**src/rtl/vga_pkg.sv**
```systemverilog
// Shared timing-mode type, default 640x480 mode and the mode range-check helpers
// for the raster timing generator.
package vga_pkg;

  localparam int MODE_W = 16;
  localparam logic [MODE_W+1:0] TOT_ONE = {{(MODE_W+1){1'b0}}, 1'b1};

  typedef struct packed {
    logic [MODE_W-1:0] h_active;
    logic [MODE_W-1:0] h_fp;
    logic [MODE_W-1:0] h_sync;
    logic [MODE_W-1:0] h_bp;
    logic [MODE_W-1:0] v_active;
    logic [MODE_W-1:0] v_fp;
    logic [MODE_W-1:0] v_sync;
    logic [MODE_W-1:0] v_bp;
    logic              h_pol;
    logic              v_pol;
  } vga_mode_t;

  localparam vga_mode_t VGA_MODE_640X480 = '{
    h_active: 16'd640, h_fp: 16'd16, h_sync: 16'd96, h_bp: 16'd48,
    v_active: 16'd480, v_fp: 16'd10, v_sync: 16'd2,  v_bp: 16'd33,
    h_pol: 1'b0, v_pol: 1'b0
  };

  function automatic logic [MODE_W+1:0] h_total(input vga_mode_t m);
    return {2'b00, m.h_active} + {2'b00, m.h_fp} + {2'b00, m.h_sync} + {2'b00, m.h_bp};
  endfunction

  function automatic logic [MODE_W+1:0] v_total(input vga_mode_t m);
    return {2'b00, m.v_active} + {2'b00, m.v_fp} + {2'b00, m.v_sync} + {2'b00, m.v_bp};
  endfunction

  // A mode needs non-empty active and sync regions and totals that fit the counters.
  function automatic logic mode_valid(input vga_mode_t m, input int unsigned h_w,
                                      input int unsigned v_w);
    logic [MODE_W+1:0] h_lim;
    logic [MODE_W+1:0] v_lim;
    h_lim = TOT_ONE << h_w;
    v_lim = TOT_ONE << v_w;
    return (m.h_active != 16'd0) && (m.v_active != 16'd0) &&
           (m.h_sync != 16'd0) && (m.v_sync != 16'd0) &&
           (h_total(m) <= h_lim) && (v_total(m) <= v_lim);
  endfunction

endpackage

```
**src/rtl/vga_axis_counter.sv**
```systemverilog
// One raster axis: position counter with wrap/load, plus active and sync region
// decode of the post-update count.
module vga_axis_counter
  import vga_pkg::*;
#(
  parameter int W = 11
) (
  input  logic              clk,
  input  logic              rst,
  input  logic              advance,
  input  logic              load,
  input  logic [W-1:0]      last,
  input  logic [MODE_W-1:0] act_len,
  input  logic [MODE_W-1:0] fp_len,
  input  logic [MODE_W-1:0] sync_len,
  output logic [W-1:0]      count,
  output logic [W-1:0]      count_nxt,
  output logic              wrap,
  output logic              active,
  output logic              sync_region
);

  logic [W-1:0]      count_r;
  logic [MODE_W+1:0] cnt_ext_s;
  logic [MODE_W+1:0] sync_start_s;
  logic [MODE_W+1:0] sync_end_s;

  assign wrap  = advance & (count_r == last);
  assign count = count_r;

  // Next position and region decode; the decode bounds come from the mode in force after this edge.
  always_comb begin
    if (load | wrap) begin
      count_nxt = {W{1'b0}};
    end else if (advance) begin
      count_nxt = count_r + {{(W-1){1'b0}}, 1'b1};
    end else begin
      count_nxt = count_r;
    end
    cnt_ext_s    = (MODE_W+2)'(count_nxt);
    sync_start_s = {2'b00, act_len} + {2'b00, fp_len};
    sync_end_s   = sync_start_s + {2'b00, sync_len};
    active       = cnt_ext_s < {2'b00, act_len};
    sync_region  = (cnt_ext_s >= sync_start_s) & (cnt_ext_s < sync_end_s);
  end

  // Position register.
  always_ff @(posedge clk) begin
    if (rst) begin
      count_r <= {W{1'b0}};
    end else begin
      count_r <= count_nxt;
    end
  end

endmodule

```
**src/rtl/vga_timing_gen.sv**
```systemverilog
// Runtime-reprogrammable raster timing generator: a shadowed mode is accepted over a
// valid/ready port and swapped in only at the last pixel of a frame.
module vga_timing_gen
  import vga_pkg::*;
#(
  parameter int H_W      = 11,
  parameter int V_W      = 10,
  parameter int H_ACTIVE = 640,
  parameter int H_FP     = 16,
  parameter int H_SYNC   = 96,
  parameter int H_BP     = 48,
  parameter int V_ACTIVE = 480,
  parameter int V_FP     = 10,
  parameter int V_SYNC   = 2,
  parameter int V_BP     = 33,
  parameter bit H_POL    = 1'b0,
  parameter bit V_POL    = 1'b0
) (
  input  logic           clk,
  input  logic           rst,
  input  logic           pix_ce,
  input  logic           cfg_valid,
  output logic           cfg_ready,
  input  logic [H_W-1:0] cfg_h_active,
  input  logic [H_W-1:0] cfg_h_fp,
  input  logic [H_W-1:0] cfg_h_sync,
  input  logic [H_W-1:0] cfg_h_bp,
  input  logic [V_W-1:0] cfg_v_active,
  input  logic [V_W-1:0] cfg_v_fp,
  input  logic [V_W-1:0] cfg_v_sync,
  input  logic [V_W-1:0] cfg_v_bp,
  input  logic           cfg_h_pol,
  input  logic           cfg_v_pol,
  output logic           cfg_err,
  output logic           hsync,
  output logic           vsync,
  output logic           de,
  output logic           n_blank,
  output logic           n_sync,
  output logic [H_W-1:0] col,
  output logic [V_W-1:0] row,
  output logic           sof,
  output logic           eol
);

  localparam vga_mode_t DEF_MODE = '{
    h_active: MODE_W'(H_ACTIVE), h_fp: MODE_W'(H_FP),
    h_sync:   MODE_W'(H_SYNC),   h_bp: MODE_W'(H_BP),
    v_active: MODE_W'(V_ACTIVE), v_fp: MODE_W'(V_FP),
    v_sync:   MODE_W'(V_SYNC),   v_bp: MODE_W'(V_BP),
    h_pol: H_POL, v_pol: V_POL
  };

  vga_mode_t live_r, shadow_r, live_nxt_s, cfg_mode_s;
  logic      pending_r, pending_nxt_s, cfg_ready_r, cfg_err_r;
  logic      xfer_s, cfg_ok_s, switch_s, eol_hit_s;
  logic [H_W-1:0] h_last_s, h_cnt_s, h_nxt_s, col_r;
  logic [V_W-1:0] v_last_s, v_cnt_s, v_nxt_s, row_r;
  logic      h_wrap_s, h_act_s, h_syn_s, v_wrap_s, v_act_s, v_syn_s;
  logic      hsync_r, vsync_r, de_r, n_sync_r, sof_r, eol_r;

  assign xfer_s   = cfg_valid & cfg_ready_r;
  assign cfg_ok_s = mode_valid(cfg_mode_s, H_W, V_W);
  assign switch_s = v_wrap_s & pending_r;
  assign h_last_s = H_W'(h_total(live_r) - TOT_ONE);
  assign v_last_s = V_W'(v_total(live_r) - TOT_ONE);
  assign eol_hit_s = ((MODE_W+2)'(h_nxt_s) + TOT_ONE) == {2'b00, live_nxt_s.h_active};

  // Offered mode widened to the common mode type, and the mode in force after this edge.
  always_comb begin
    cfg_mode_s = '{
      h_active: MODE_W'(cfg_h_active), h_fp: MODE_W'(cfg_h_fp),
      h_sync:   MODE_W'(cfg_h_sync),   h_bp: MODE_W'(cfg_h_bp),
      v_active: MODE_W'(cfg_v_active), v_fp: MODE_W'(cfg_v_fp),
      v_sync:   MODE_W'(cfg_v_sync),   v_bp: MODE_W'(cfg_v_bp),
      h_pol: cfg_h_pol, v_pol: cfg_v_pol
    };
    if (switch_s) begin
      live_nxt_s = shadow_r;
    end else begin
      live_nxt_s = live_r;
    end
  end

  // Pending flag: set by an accepted mode, cleared by the frame-boundary switch.
  always_comb begin
    pending_nxt_s = pending_r;
    if (switch_s) begin
      pending_nxt_s = 1'b0;
    end else if (xfer_s & cfg_ok_s) begin
      pending_nxt_s = 1'b1;
    end else begin
      pending_nxt_s = pending_r;
    end
  end

  vga_axis_counter #(.W(H_W)) u_h_axis (
    .clk(clk), .rst(rst), .advance(pix_ce), .load(switch_s), .last(h_last_s),
    .act_len(live_nxt_s.h_active), .fp_len(live_nxt_s.h_fp), .sync_len(live_nxt_s.h_sync),
    .count(h_cnt_s), .count_nxt(h_nxt_s), .wrap(h_wrap_s),
    .active(h_act_s), .sync_region(h_syn_s)
  );

  vga_axis_counter #(.W(V_W)) u_v_axis (
    .clk(clk), .rst(rst), .advance(h_wrap_s), .load(switch_s), .last(v_last_s),
    .act_len(live_nxt_s.v_active), .fp_len(live_nxt_s.v_fp), .sync_len(live_nxt_s.v_sync),
    .count(v_cnt_s), .count_nxt(v_nxt_s), .wrap(v_wrap_s),
    .active(v_act_s), .sync_region(v_syn_s)
  );

  // Mode registers and config handshake.
  always_ff @(posedge clk) begin
    if (rst) begin
      live_r      <= DEF_MODE;
      shadow_r    <= DEF_MODE;
      pending_r   <= 1'b0;
      cfg_ready_r <= 1'b1;
      cfg_err_r   <= 1'b0;
    end else begin
      live_r      <= live_nxt_s;
      shadow_r    <= (xfer_s & cfg_ok_s) ? cfg_mode_s : shadow_r;
      pending_r   <= pending_nxt_s;
      cfg_ready_r <= ~pending_nxt_s;
      cfg_err_r   <= xfer_s & ~cfg_ok_s;
    end
  end

  // Raster outputs follow the post-update position and hold while pix_ce is low.
  always_ff @(posedge clk) begin
    if (rst) begin
      hsync_r  <= ~H_POL;
      vsync_r  <= ~V_POL;
      de_r     <= 1'b1;
      n_sync_r <= 1'b1;
      col_r    <= {H_W{1'b0}};
      row_r    <= {V_W{1'b0}};
      sof_r    <= 1'b0;
      eol_r    <= 1'b0;
    end else begin
      if (pix_ce) begin
        hsync_r  <= h_syn_s ? live_nxt_s.h_pol : ~live_nxt_s.h_pol;
        vsync_r  <= v_syn_s ? live_nxt_s.v_pol : ~live_nxt_s.v_pol;
        de_r     <= h_act_s & v_act_s;
        n_sync_r <= ~(h_syn_s | v_syn_s);
        col_r    <= h_act_s ? h_nxt_s : col_r;
        row_r    <= v_act_s ? v_nxt_s : row_r;
      end
      sof_r <= v_wrap_s;
      eol_r <= pix_ce & eol_hit_s;
    end
  end

  assign cfg_ready = cfg_ready_r;
  assign cfg_err   = cfg_err_r;
  assign hsync     = hsync_r;
  assign vsync     = vsync_r;
  assign de        = de_r;
  assign n_blank   = de_r;
  assign n_sync    = n_sync_r;
  assign col       = col_r;
  assign row       = row_r;
  assign sof       = sof_r;
  assign eol       = eol_r;

endmodule
```
**config.mk**
```make
export PLATFORM = sky130hd
export DESIGN_NAME = vga_timing_gen
export DESIGN_NICKNAME = d
export VERILOG_FILES = /design/src/rtl/vga_pkg.sv /design/src/rtl/vga_axis_counter.sv /design/src/rtl/vga_timing_gen.sv
export SDC_FILE = /design/constraint.sdc
export NUM_CORES = 1
export LEC_CHECK = 0
export CAP_MARGIN = 20
export CORE_UTILIZATION = 50
export DETAILED_ROUTE_END_ITERATION = 6
export PLACE_DENSITY = 0.69
export SYNTH_ARGS = -nofsm -noshare
export SYNTH_HDL_FRONTEND = slang
export SYNTH_SLANG_ARGS = --single-unit
export TNS_END_PERCENT = 1
```
**constraint.sdc**
```tcl
create_clock -name clk -period 10.4 [get_ports clk]
set_clock_uncertainty 0.15 [all_clocks]
set_input_delay 1.56 -clock clk [delete_from_list [all_inputs] [get_ports clk]]
set_output_delay 1.56 -clock clk [all_outputs]
set_load 0.1 [all_outputs]
```
==> metrics.md <==
| Metric | Value |
|---|---|
| DP HPWL | approximately 39 mm |
| Mapped Avg Cell Area | about 8.7 µm² |
| Setup crit start kind | register |
| Place WS | 905 ps |
| Final Hold Fails | 0 |
| Cell with the most instances after synthesis | dfxtp_1 |
| Fillers | about 3200 |
| Largest cells by area after synthesis | dfxtp_1 (28%), ha_1 (13%), fa_1 (9.0%) |
| Initial antenna violation count | 0 |
| Fin Setup TNS | 0 ps |
| Setup CP Type | reg2reg |
| Final setup margin | between 800 and 900 ps |
| Area delta synth->final | 14.9% |
| Total power | 2680 µW |
| DRT Pass-1 Iters | 7 |
| H-tree depth | 1 |
| VDD IR max | ~0.14 mV |
| First DRT Iteration DRCs | 617 |
| Fin Hold WS | around 300 ps |
| Detail Route Antenna Nets | 0 |
| Top FF cell, synth | dfxtp_1 |
| Hold WC Path Type | reg2reg |
| Critical path peak fanout | 38 |
| Ys async rst share | 0 |
| Count of pins over their slew limit | 0 |
| Worst slew pin tran | 989 ps |
| Post-synth EDFFs | 0 |
| Die area | 37300 µm² |
| Chip Width | ~190 µm |
| Count of input and output buffers | 119 |
| Core box area | between 30000 and 40000 µm² |
| # setup viols final | 0 |
| Crit path largest cell delay | ~530 ps |
| Cts hold-fix bufs | 0 |
| Layout cells sized above 1 | 0.0486 |
| Vias per cell | 5.49 |
| Final min period | 9570 ps |
| Clk sinks | about 260 |
| Pwr dens | approximately 130 nW/µm² |
| Syn Inst Count | 2100 |
| Wire per inst | around 18 µm |
| Max-slew headroom | 0.338 |
| Global route overflow | 0 |
| Final GP Congestion | 0.911 |
| Clk Latency, worst-skew pair | between 500 and 600 ps |
| Yosys Warn Count | 0 |
| Row count | 69 |
| Nets@finish | around 2600 |
| CTS Root Cell | clkbuf_16 |
| Cell taking the most area after synthesis | dfxtp_1 |
| Wire length of the first global-routing pass | 76.4 mm |
| Post-route DRC | 0 |
| Data required, critical path | 10700 ps |
| Max clock buf depth | 3 |
| Max-cap violation count | 0 |
| CTS resizes | 0 |
| Total GRT Usage | 0.263 |
| Post-synth top cells | dfxtp_1 (256), nand2_1 (235), ha_1 (192) |
| Post-synth cell types | 78 |
| CP dominant cell by count | ha_1 |
| Worst Path Arrival | around 9900 ps |
| # diodes | 0 |
| Initial Util | 0.511 |
| Flops & latches, synth | between 200 and 300 |
| Ports | 120 |
| Leakage power | around 0.0092 µW |
| Die Y | 193 µm |
| Sequential fraction of the synthesis area | 0.280 |
| Maximum clock rate | 104 MHz |
| RSZ-0062 raised after global routing | no |
| Post-CTS Setup Inserts | 0 |
| Cell Area, Synth | 18300 µm² |
| Slowest cell on crit path | fa_1 |
| DR vias | 14700 |
| CTS buffer count | 29 |
| Final wirelength | 48.8 mm |
| Vias in the first global route | 14500 |
| CP Capture Type | register |
| TritonCTS clock tree | built |
| Post-synth net total | between 2000 and 2500 |
| Pin count of the biggest net entering global routing | roughly 100 |
| Period utilization | 0.920 |
| Clk pin slew, worst setup/hold paths | 70 ps |
| Share of the synthesized area in the top cell type | 0.280 |
| Status | finished, final reports clean |
==> cell families (layout without fill, tap and decap cells) <==
| kind of cell | after synthesis | after routing | synth area share |
|---|---|---|---|
| XOR/XNOR | 123 | 123 | 0.0589 |
| adder cells (fa/ha/maj) | 275 | 275 | 0.222 |
| multiplexers | 132 | 132 | 0.0743 |
| AO/OA/AOI/OAI | 346 | 346 | 0.122 |
| flip-flops | 256 | 256 | 0.280 |
| buffers and inverters | 251 | 372 | 0.0541 |
| AND/OR/NAND/NOR | 717 | 717 | 0.189 |
==> final timing paths <==
path              depth (start not counted)                    from  slack, ps                     end
setup / recovery                         38  live_r[3]$_SDFFE_PP0N_        830      hsync$_SDFFE_PP1P_
hold / removal                            2  live_r[3]$_SDFFE_PP0N_        310  live_r[3]$_SDFFE_PP0N_
hold reg to reg                           2  live_r[3]$_SDFFE_PP0N_        310  live_r[3]$_SDFFE_PP0N_
setup reg to reg                         38  live_r[3]$_SDFFE_PP0N_        830      hsync$_SDFFE_PP1P_
==> metrics by stage <==
stage                     instance area (µm²)  cells  utilization
after floorplan                         18300   2100            -
after global placement                  19900   2626        0.557
after detailed placement                19900   2626        0.557
after CTS                               21000   2680        0.586
after global routing                    21000   2682        0.587
final                                   21000   2682        0.587
==> state kept, by name, summed over array words and instances, names as in the netlist <==
| register | cells |
|---|---|
| u_h_axis.count | 11 |
| cfg_ready | 1 |
| hsync | 1 |
| sof | 1 |
| eol | 1 |
| vsync | 1 |
| col | 11 |
| de | 1 |
| live_r | 119 |
| shadow_r | 86 |
| pending_r | 1 |
| n_sync | 1 |
| u_v_axis.count | 10 |
| row | 10 |
| cfg_err | 1 |
==> critical path, delay by kind of cell (launching register included) <==
kind	cells	cell delay [ps]
AOI/OAI and AO/OA	11	2470
xor gates and xnor gates	3	520
adders and majority gates	8	2690
buffers and inverters	4	690
DFF	1	330
and+or+nand+nor	12	2540
==> layout by cell type, fill, tap and decap left out, types with 6 or more instances in the layout <==
cell,count
dfxtp_1,256
nand2_1,235
ha_1,192
nor2_1,183
inv_1,176
a21oi_1,124
mux2i_1,121
clkdlybuf4s50_1,118
xnor2_1,87
fa_1,82
o21ai_0,60
nor2b_1,56
and2_1,46
nor3_1,38
xor2_1,36
a21o_1,33
nand3_1,29
clkbuf_16,29
nand2b_1,22
buf_4,21
nor4_1,15
o21a_1,15
o211ai_1,15
and3_1,13
nand4_1,12
a211oi_1,11
or3_1,11
or2_2,10
o21bai_1,10
or4_1,10
nand3b_1,8
a31oi_1,7
o31ai_1,7
nor3b_1,6
a2111oi_0,6
o2111ai_1,6
a21boi_0,6
mux2_4,6
clkbuf_8,6
==> per-layer routing <==
| metal | vias up | wire length, µm | GRT usage |
|---|---|---|---|
| met3 | 75 | 1720 | 0.0333 |
| met2 | 252 | 23800 | 0.459 |
| li1 | 7367 | - | - |
| met5 | - | 0 | 0 |
| met1 | 7043 | 21600 | 0.331 |
| met4 | 0 | 1700 | 0.0944 |
==> power breakdown <==
part | internal [µW] | total [µW] | switching, µW
clock | 680 | 1120 | 440
sequential | 1020 | 1050 | 30.0
combinational | 224 | 504 | 280
total | 1930 | 2680 | 750
==> area by class of cell <==
class / instances / area, µm² / area share
Multi-Input combinational cell: 1593 / 12200 / 0.581
Sequential cell: 256 / 5120 / 0.244
Timing Repair Buffer: 141 / 1380 / 0.0656
Clock buffer: 38 / 820 / 0.0390
Inverter: 177 / 664 / 0.0317
Tap cell: 461 / 577 / 0.0275
Clock inverter: 16 / 225 / 0.0107
Note: power is estimated with default switching activity, not from simulation.
